### config.mk
export PLATFORM = sky130hd
export DESIGN_NAME = branch_target_buffer_flat
export DESIGN_NICKNAME = d
export VERILOG_FILES = /design/src/rtl/branch_target_buffer_pkg.sv /design/src/rtl/branch_target_buffer_if.sv /design/src/rtl/branch_target_buffer.sv /design/src/flat_wrapper.sv
export SDC_FILE = /design/constraint.sdc
export NUM_CORES = 2
export LEC_CHECK = 0
export ABC_AREA = 0
export CAP_MARGIN = 20
export CORE_MARGIN = 1
export CORE_UTILIZATION = 57
export DETAILED_ROUTE_END_ITERATION = 8
export GPL_TIMING_DRIVEN = 0
export MAX_ROUTING_LAYER = met4
export PLACE_DENSITY = 0.75
export SLEW_MARGIN = 20
export SYNTH_ARGS = -nofsm -noshare
export SYNTH_HDL_FRONTEND = slang
export SYNTH_SLANG_ARGS = --single-unit
### constraint.sdc
create_clock -name clk_i -period 5.2 [get_ports clk_i]
set_clock_uncertainty 0.05 [all_clocks]
set_input_delay 0.52 -clock clk_i [delete_from_list [all_inputs] [get_ports clk_i]]
set_output_delay 0.52 -clock clk_i [all_outputs]
set_load 0.03 [all_outputs]
### src/rtl/branch_target_buffer_pkg.sv
// +----------------------------------------------------------------------------+
// | Module   : branch_target_buffer_pkg                                         |
// | Brief    : Shared types, counter encodings and helper for the BTB           |
// | Revision : 1.0                                                             |
// +----------------------------------------------------------------------------+
`default_nettype none

package branch_target_buffer_pkg;

    localparam int XLEN          = 32;
    // Widest tag any legal table depth needs (ENTRIES=2); deeper tables zero-extend.
    localparam int BTB_TAG_MAX_W = XLEN - 2;

    localparam logic [1:0] CTR_SNT = 2'b00;
    localparam logic [1:0] CTR_WNT = 2'b01;
    localparam logic [1:0] CTR_WT  = 2'b10;
    localparam logic [1:0] CTR_ST  = 2'b11;

    typedef struct packed {
        logic                     valid;
        logic [BTB_TAG_MAX_W-1:0] tag;
        logic [XLEN-1:0]          target;
        logic [1:0]               ctr;
    } btb_entry_t;

    function automatic logic [1:0] btb_ctr_next(input logic [1:0] ctr, input logic taken);
        if (taken) begin
            return (ctr == CTR_ST) ? CTR_ST : ctr + 2'd1;
        end
        return (ctr == CTR_SNT) ? CTR_SNT : ctr - 2'd1;
    endfunction

endpackage

`default_nettype wire

### src/rtl/branch_target_buffer_if.sv
// +----------------------------------------------------------------------------+
// | Module   : branch_target_buffer_if                                          |
// | Brief    : Fetch lookup and execute training signals of the BTB             |
// | Revision : 1.0                                                             |
// +----------------------------------------------------------------------------+
`default_nettype none

interface branch_target_buffer_if;
    import branch_target_buffer_pkg::*;

    logic [XLEN-1:0] lookup_pc_i;
    logic            hit_o;
    logic [XLEN-1:0] target_o;
    logic            invalidate_i;
    logic            upd_en_i;
    logic [XLEN-1:0] upd_pc_i;
    logic            upd_taken_i;
    logic [XLEN-1:0] upd_target_i;

    modport master (
        output lookup_pc_i, invalidate_i, upd_en_i, upd_pc_i, upd_taken_i, upd_target_i,
        input  hit_o, target_o
    );

    modport slave (
        input  lookup_pc_i, invalidate_i, upd_en_i, upd_pc_i, upd_taken_i, upd_target_i,
        output hit_o, target_o
    );

endinterface

`default_nettype wire

### src/rtl/branch_target_buffer.sv
// +----------------------------------------------------------------------------+
// | Module   : branch_target_buffer                                             |
// | Brief    : Direct-mapped BTB, 2-bit counters, zero-latency lookup.          |
// |            Optional macro BTB_BYPASS_EN forwards same-index updates.        |
// | Revision : 1.0                                                             |
// +----------------------------------------------------------------------------+
`default_nettype none

module branch_target_buffer
    import branch_target_buffer_pkg::*;
#(
    parameter int ENTRIES = 16
) (
    input  wire                    clk_i,
    input  wire                    rst_i,
    branch_target_buffer_if.slave  bus
);

    localparam int IDX_W = $clog2(ENTRIES);
    localparam int TAG_W = XLEN - IDX_W - 1;

    btb_entry_t r_table [ENTRIES];

    logic [IDX_W-1:0]         w_lk_idx;
    logic [BTB_TAG_MAX_W-1:0] w_lk_tag;
    logic [IDX_W-1:0]         w_upd_idx;
    logic [BTB_TAG_MAX_W-1:0] w_upd_tag;
    btb_entry_t               w_upd_old;
    btb_entry_t               w_upd_entry;
    logic                     w_upd_write;
    btb_entry_t               w_rd;
    logic                     w_unused_bits;

    // Bit 0 is never part of index or tag: compressed instructions are halfword aligned.
    assign w_unused_bits = bus.lookup_pc_i[0] ^ bus.upd_pc_i[0];

    assign w_lk_idx  = bus.lookup_pc_i[IDX_W:1];
    assign w_lk_tag  = BTB_TAG_MAX_W'(bus.lookup_pc_i[XLEN-1:IDX_W+1]);
    assign w_upd_idx = bus.upd_pc_i[IDX_W:1];
    assign w_upd_tag = BTB_TAG_MAX_W'(bus.upd_pc_i[XLEN-1:IDX_W+1]);
    assign w_upd_old = r_table[w_upd_idx];

    always_comb begin
        w_upd_entry = w_upd_old;
        w_upd_write = 1'b0;
        if (w_upd_old.valid && (w_upd_old.tag == w_upd_tag)) begin
            w_upd_write     = 1'b1;
            w_upd_entry.ctr = btb_ctr_next(w_upd_old.ctr, bus.upd_taken_i);
            if (bus.upd_taken_i) begin
                w_upd_entry.target = bus.upd_target_i;
            end
        end else if (bus.upd_taken_i) begin
            // Allocation evicts whatever occupied the slot.
            w_upd_write        = 1'b1;
            w_upd_entry.valid  = 1'b1;
            w_upd_entry.tag    = w_upd_tag;
            w_upd_entry.target = bus.upd_target_i;
            w_upd_entry.ctr    = CTR_WT;
        end
    end

    always_ff @(posedge clk_i) begin
        if (rst_i) begin
            for (int i = 0; i < ENTRIES; i++) begin
                r_table[i] <= '{valid: 1'b0, tag: '0, target: '0, ctr: CTR_WNT};
            end
        end else if (bus.invalidate_i) begin
            for (int i = 0; i < ENTRIES; i++) begin
                r_table[i].valid <= 1'b0;
            end
        end else if (bus.upd_en_i && w_upd_write) begin
            r_table[w_upd_idx] <= w_upd_entry;
        end
    end

`ifdef BTB_BYPASS_EN
    always_comb begin
        w_rd = r_table[w_lk_idx];
        if (bus.upd_en_i && !bus.invalidate_i && w_upd_write && (w_upd_idx == w_lk_idx)) begin
            w_rd = w_upd_entry;
        end
    end
`else
    assign w_rd = r_table[w_lk_idx];
`endif

    assign bus.hit_o    = w_rd.valid && (w_rd.tag == w_lk_tag) && w_rd.ctr[1];
    assign bus.target_o = bus.hit_o ? w_rd.target : '0;

endmodule

`default_nettype wire
### src/flat_wrapper.sv
// flat-port wrapper written by rule: the top's interface ports become plain ports
module branch_target_buffer_flat import branch_target_buffer_pkg::*;
#(
    parameter int ENTRIES = 16
)
  (clk_i, rst_i, bus_lookup_pc_i, bus_invalidate_i, bus_upd_en_i, bus_upd_pc_i, bus_upd_taken_i, bus_upd_target_i, bus_hit_o, bus_target_o);
  branch_target_buffer_if bus_i ();
  input  wire clk_i;
  input  wire rst_i;
  input wire logic [$bits(bus_i.lookup_pc_i)-1:0] bus_lookup_pc_i;
  input wire logic [$bits(bus_i.invalidate_i)-1:0] bus_invalidate_i;
  input wire logic [$bits(bus_i.upd_en_i)-1:0] bus_upd_en_i;
  input wire logic [$bits(bus_i.upd_pc_i)-1:0] bus_upd_pc_i;
  input wire logic [$bits(bus_i.upd_taken_i)-1:0] bus_upd_taken_i;
  input wire logic [$bits(bus_i.upd_target_i)-1:0] bus_upd_target_i;
  output wire logic [$bits(bus_i.hit_o)-1:0] bus_hit_o;
  output wire logic [$bits(bus_i.target_o)-1:0] bus_target_o;
  assign bus_i.lookup_pc_i = bus_lookup_pc_i;
  assign bus_i.invalidate_i = bus_invalidate_i;
  assign bus_i.upd_en_i = bus_upd_en_i;
  assign bus_i.upd_pc_i = bus_upd_pc_i;
  assign bus_i.upd_taken_i = bus_upd_taken_i;
  assign bus_i.upd_target_i = bus_upd_target_i;
  assign bus_hit_o = bus_i.hit_o;
  assign bus_target_o = bus_i.target_o;
  branch_target_buffer #(.ENTRIES(ENTRIES)) u_core (.clk_i(clk_i), .rst_i(rst_i), .bus(bus_i));
endmodule
==> out/summary.md <==
At the worst endpoint, the required time is 4630 ps. The I/O pin total is 134. TritonCTS built the clock tree. Cells with a size suffix above 1 make up 28.8% of the layout. The tools report the number of slew-limit violations in the final report as 0. Relative to the synthesized area, the layout overhead comes to 15.2%. The largest net degree at the start of global routing was 32; the combined global-route utilization of all metal layers was 42.4%. The via count of the first global-routing pass is 37,300, and the max-capacitance violation count is 0.

After detailed placement, the design holds a cell count of 4,924. The reg-to-reg setup timing slack was 230 ps; the number of flip-flops in the largest register was 1,040. Worst slew slack as a fraction of its limit: 9.41%. For this run, design rule violations remaining after detail routing come to 0. The final clock period utilization by the worst path works out to 103%. The leftover overflow at the end of global routing came out at 0. The share of synthesized area in the top cell type comes to 58.5%. The critical path goes through clkbuf_2, clkbuf_2, mux4_2, mux4_2, xnor2_1, nand4_1, nor3_1, nand4_1, buf_4, buf_6, nor2b_1, clkdlybuf4s50_1.

At the later pin of the worst-skew pair, clock insertion delay measures 720 ps. The mapped netlist covers 0.0534 sq mm. Library cell with the highest instance count after synthesis: sky130_fd_sc_hd__edfxtp_1. The worst setup margin was -135 ps. The transition time of the tightest slew-check pin is 1360 ps, and the maximum net fanout on the critical path is 10.

The full die area is 0.0949 sq mm. After clock tree synthesis, the clock-pin slew on the worst setup and hold paths is 60 ps. The final reports fail on setup timing. The horizontal extent of the die was 308 um.

The mean routed wirelength per cell was 37.5 um. Setup violations remaining at the end of the flow were counted as 11. By area the synthesized netlist is led by sky130_fd_sc_hd__edfxtp_1, sky130_fd_sc_hd__mux4_2, sky130_fd_sc_hd__nor2_1.

Cells fill 66.7% of the core in the end. The slowest stage cell on the critical path was sky130_fd_sc_hd__clkdlybuf4s50_1. In this run, the number of DRC markers left after iteration 0 of detailed routing was 7,416. In this run, synthesis inferred 1,040 flip-flops with an integrated enable. In this run the worst hold path is classified as in2reg.

The number of buffers and inverters on the critical path is 5. For this design, the sink count on the clock tree is 1,040. More flip-flops sit in one register than any other, and that register is u_core.r_table. The commonest cells after synthesis are sky130_fd_sc_hd__edfxtp_1, sky130_fd_sc_hd__nor2_1, sky130_fd_sc_hd__mux4_2, sky130_fd_sc_hd__clkbuf_1, sky130_fd_sc_hd__mux2i_1. The number of nets in the layout was 3,903; the longest individual stage delay on the worst path was 750 ps. For this run, the number of Yosys warnings is 0. The logs give 108 for the number of buffers created by CTS and 288 uV for the largest voltage drop on the vdd net.

The row count is 111, and the total routed wirelength is 193,000 um. The number of buffers inserted by port buffering is 122, and the estimated wirelength of the detail-placed design is 123,000 um. The count of non-filler cells in the finished layout was 5,153. The clock tree synthesis step divided the H-tree into 3 levels. The clock passes through at most 3 buffers. The logs give 37,900 for the total vias in the final route and 4760 ps for the arrival time of the worst setup path.

The hold buffer count at cts came out at 0. The share of synthesized area occupied by flip-flops and latches is 58.5%, and the number of iterations in the first detailed-routing pass is 8. The number of antenna violations at the first check in global routing is 8. The cell accounting for the most synthesized area is sky130_fd_sc_hd__edfxtp_1. Dividing the detail-routed via count by the number of cells gives 7.35. The analysis attributes to cell leakage a power of 21.1 nW. The largest registers in the layout are u_core.r_table: 1040 flops. Based on the critical path, the design can be clocked at up to 187 MHz. The run gives 20.4 mW as the overall power after layout.

The floorplan step defined a core boundary enclosing 0.0922 sq mm. The run finished, with violations left. The first global-routing pass estimated 267,000 um of wire. The number of flip-flops and latches in the synthesized netlist works out to 1,040. For this run, the leading register cell type out of synthesis is sky130_fd_sc_hd__edfxtp_1. The startpoint kind of the worst setup timing path is an input port. Proportion of register bits with asynchronous set or reset after synthesis: 0%. Remaining antenna violation count: 0. The number of hold-slack violations in the final timing report is 0, and the die span in y is 308 um. The starting density of the core came out at 57.9%. The weighted congestion reported at the end of routability-driven placement is 1.00, and the post-route minimum period is 5330 ps. Synthesis handed over a netlist of 3,477 instances. Broken down by cell family, the worst path's largest delay share belongs to buffers and inverters. The run gives 61 as the number of distinct library cells after synthesis. Critical path class: in2out. The tree is rooted in a sky130_fd_sc_hd__clkbuf_16. The average size of a mapped cell was 15.4 sq um; the power per unit of standard cell area was 332 mW/mm^2.

STA classifies the critical path endpoint as a primary output.
placed cells by master (no fill, tap or decap), drive strengths merged, types with 50 or more instances in the layout:
master,netlist,layout
mux4,566,566
mux2i,89,89
buf,145,181
clkdlybuf4s50,0,98
nor2,979,979
nand2,67,67
nor2b,50,50
clkinv,0,52
clkbuf,187,320
edfxtp,1040,1040
power by group:
group	switching (mW)	internal, mW
Combinational	1.52	1.09
Sequential	0.210	9.60
Clock	3.43	4.55
worst reg2reg max path: cells and delay by family (launching register included):
family	cells	cell delay, ps
AND/OR/NAND/NOR	4	1450
buffers and inverters	2	610
multiplexers	2	1040
AO/OA/AOI/OAI	2	850
XOR/XNOR	1	290
flip-flops	1	400
layer usage:
layer / routed length [um] / share of wire, % / global-route usage (%) / vias to the layer above
met4: 15700 / 8.1 / 28.0 / 0
met2: 86400 / 45 / 61.3 / 4196
met5: 0 / 0 / - / -
met3: 32700 / 17 / 14.5 / 1116
li1: - / - / - / 14100
met1: 58400 / 30 / 50.7 / 18500
cell type report:
type                    count  area (sq um)
plain buffers             332          1860
inverters                  19          71.3
clock inverters            75           779
clock buffers             128          2780
diodes                     15          37.5
repair buffers            167          2140
multi-input cells        2134         21000
well taps                1243          1560
flip-flops and latches   1040         31200
fillers                  6264         30700
logic make-up (layout without fill, tap and decap cells):
| group | count (synthesis) | after routing | synth area share [%] |
|---|---|---|---|
| xor gates and xnor gates | 67 | 67 | 1.10 |
| buffers and inverters | 351 | 721 | 2.97 |
| AOI/OAI and AO/OA | 119 | 119 | 1.51 |
| and+or+nand+nor | 1219 | 1220 | 9.70 |
| DFF | 1040 | 1040 | 58.5 |
| muxes | 680 | 680 | 26.2 |
| other | 1 | 63 | 0.00702 |
final timing paths:
kind / cells after the start / to / from
hold / removal: 3 / u_core.r_table[7][0] / rst_i
setup reg to reg: 11 / u_core.r_table[2][48] / u_core.r_table[5][44]
setup / recovery: 12 / bus_target_o[31] / bus_lookup_pc_i[2]
hold reg to reg: 5 / u_core.r_table[0][57] / u_core.r_table[8][57]
repair_timing:
item	4_1_cts	5_1_grt
resized for setup	145	61
gates cloned	1	0
pin swaps	3	0
endpoints found under the setup margin	2065	845
hold endpoints to repair	0	0
buffers inserted	10	0
through the flow:
stage | cell area, sq um | setup slack, ps | TNS [ps] | hold slack [ps]
5_1_grt | 61500 | -0.228 | -0.228 | 549
2_1_floorplan | 53600 | -202 | -103900 | 702
4_1_cts | 61300 | 2.47 | 0 | 444
6_report | 61500 | -135 | -775 | 479
3_5_place_dp | 57300 | -2310 | -3515720 | 1070
3_3_place_gp | 56400 | -5380 | -6218330 | 1040
Note: power is estimated with default switching activity, not from simulation.
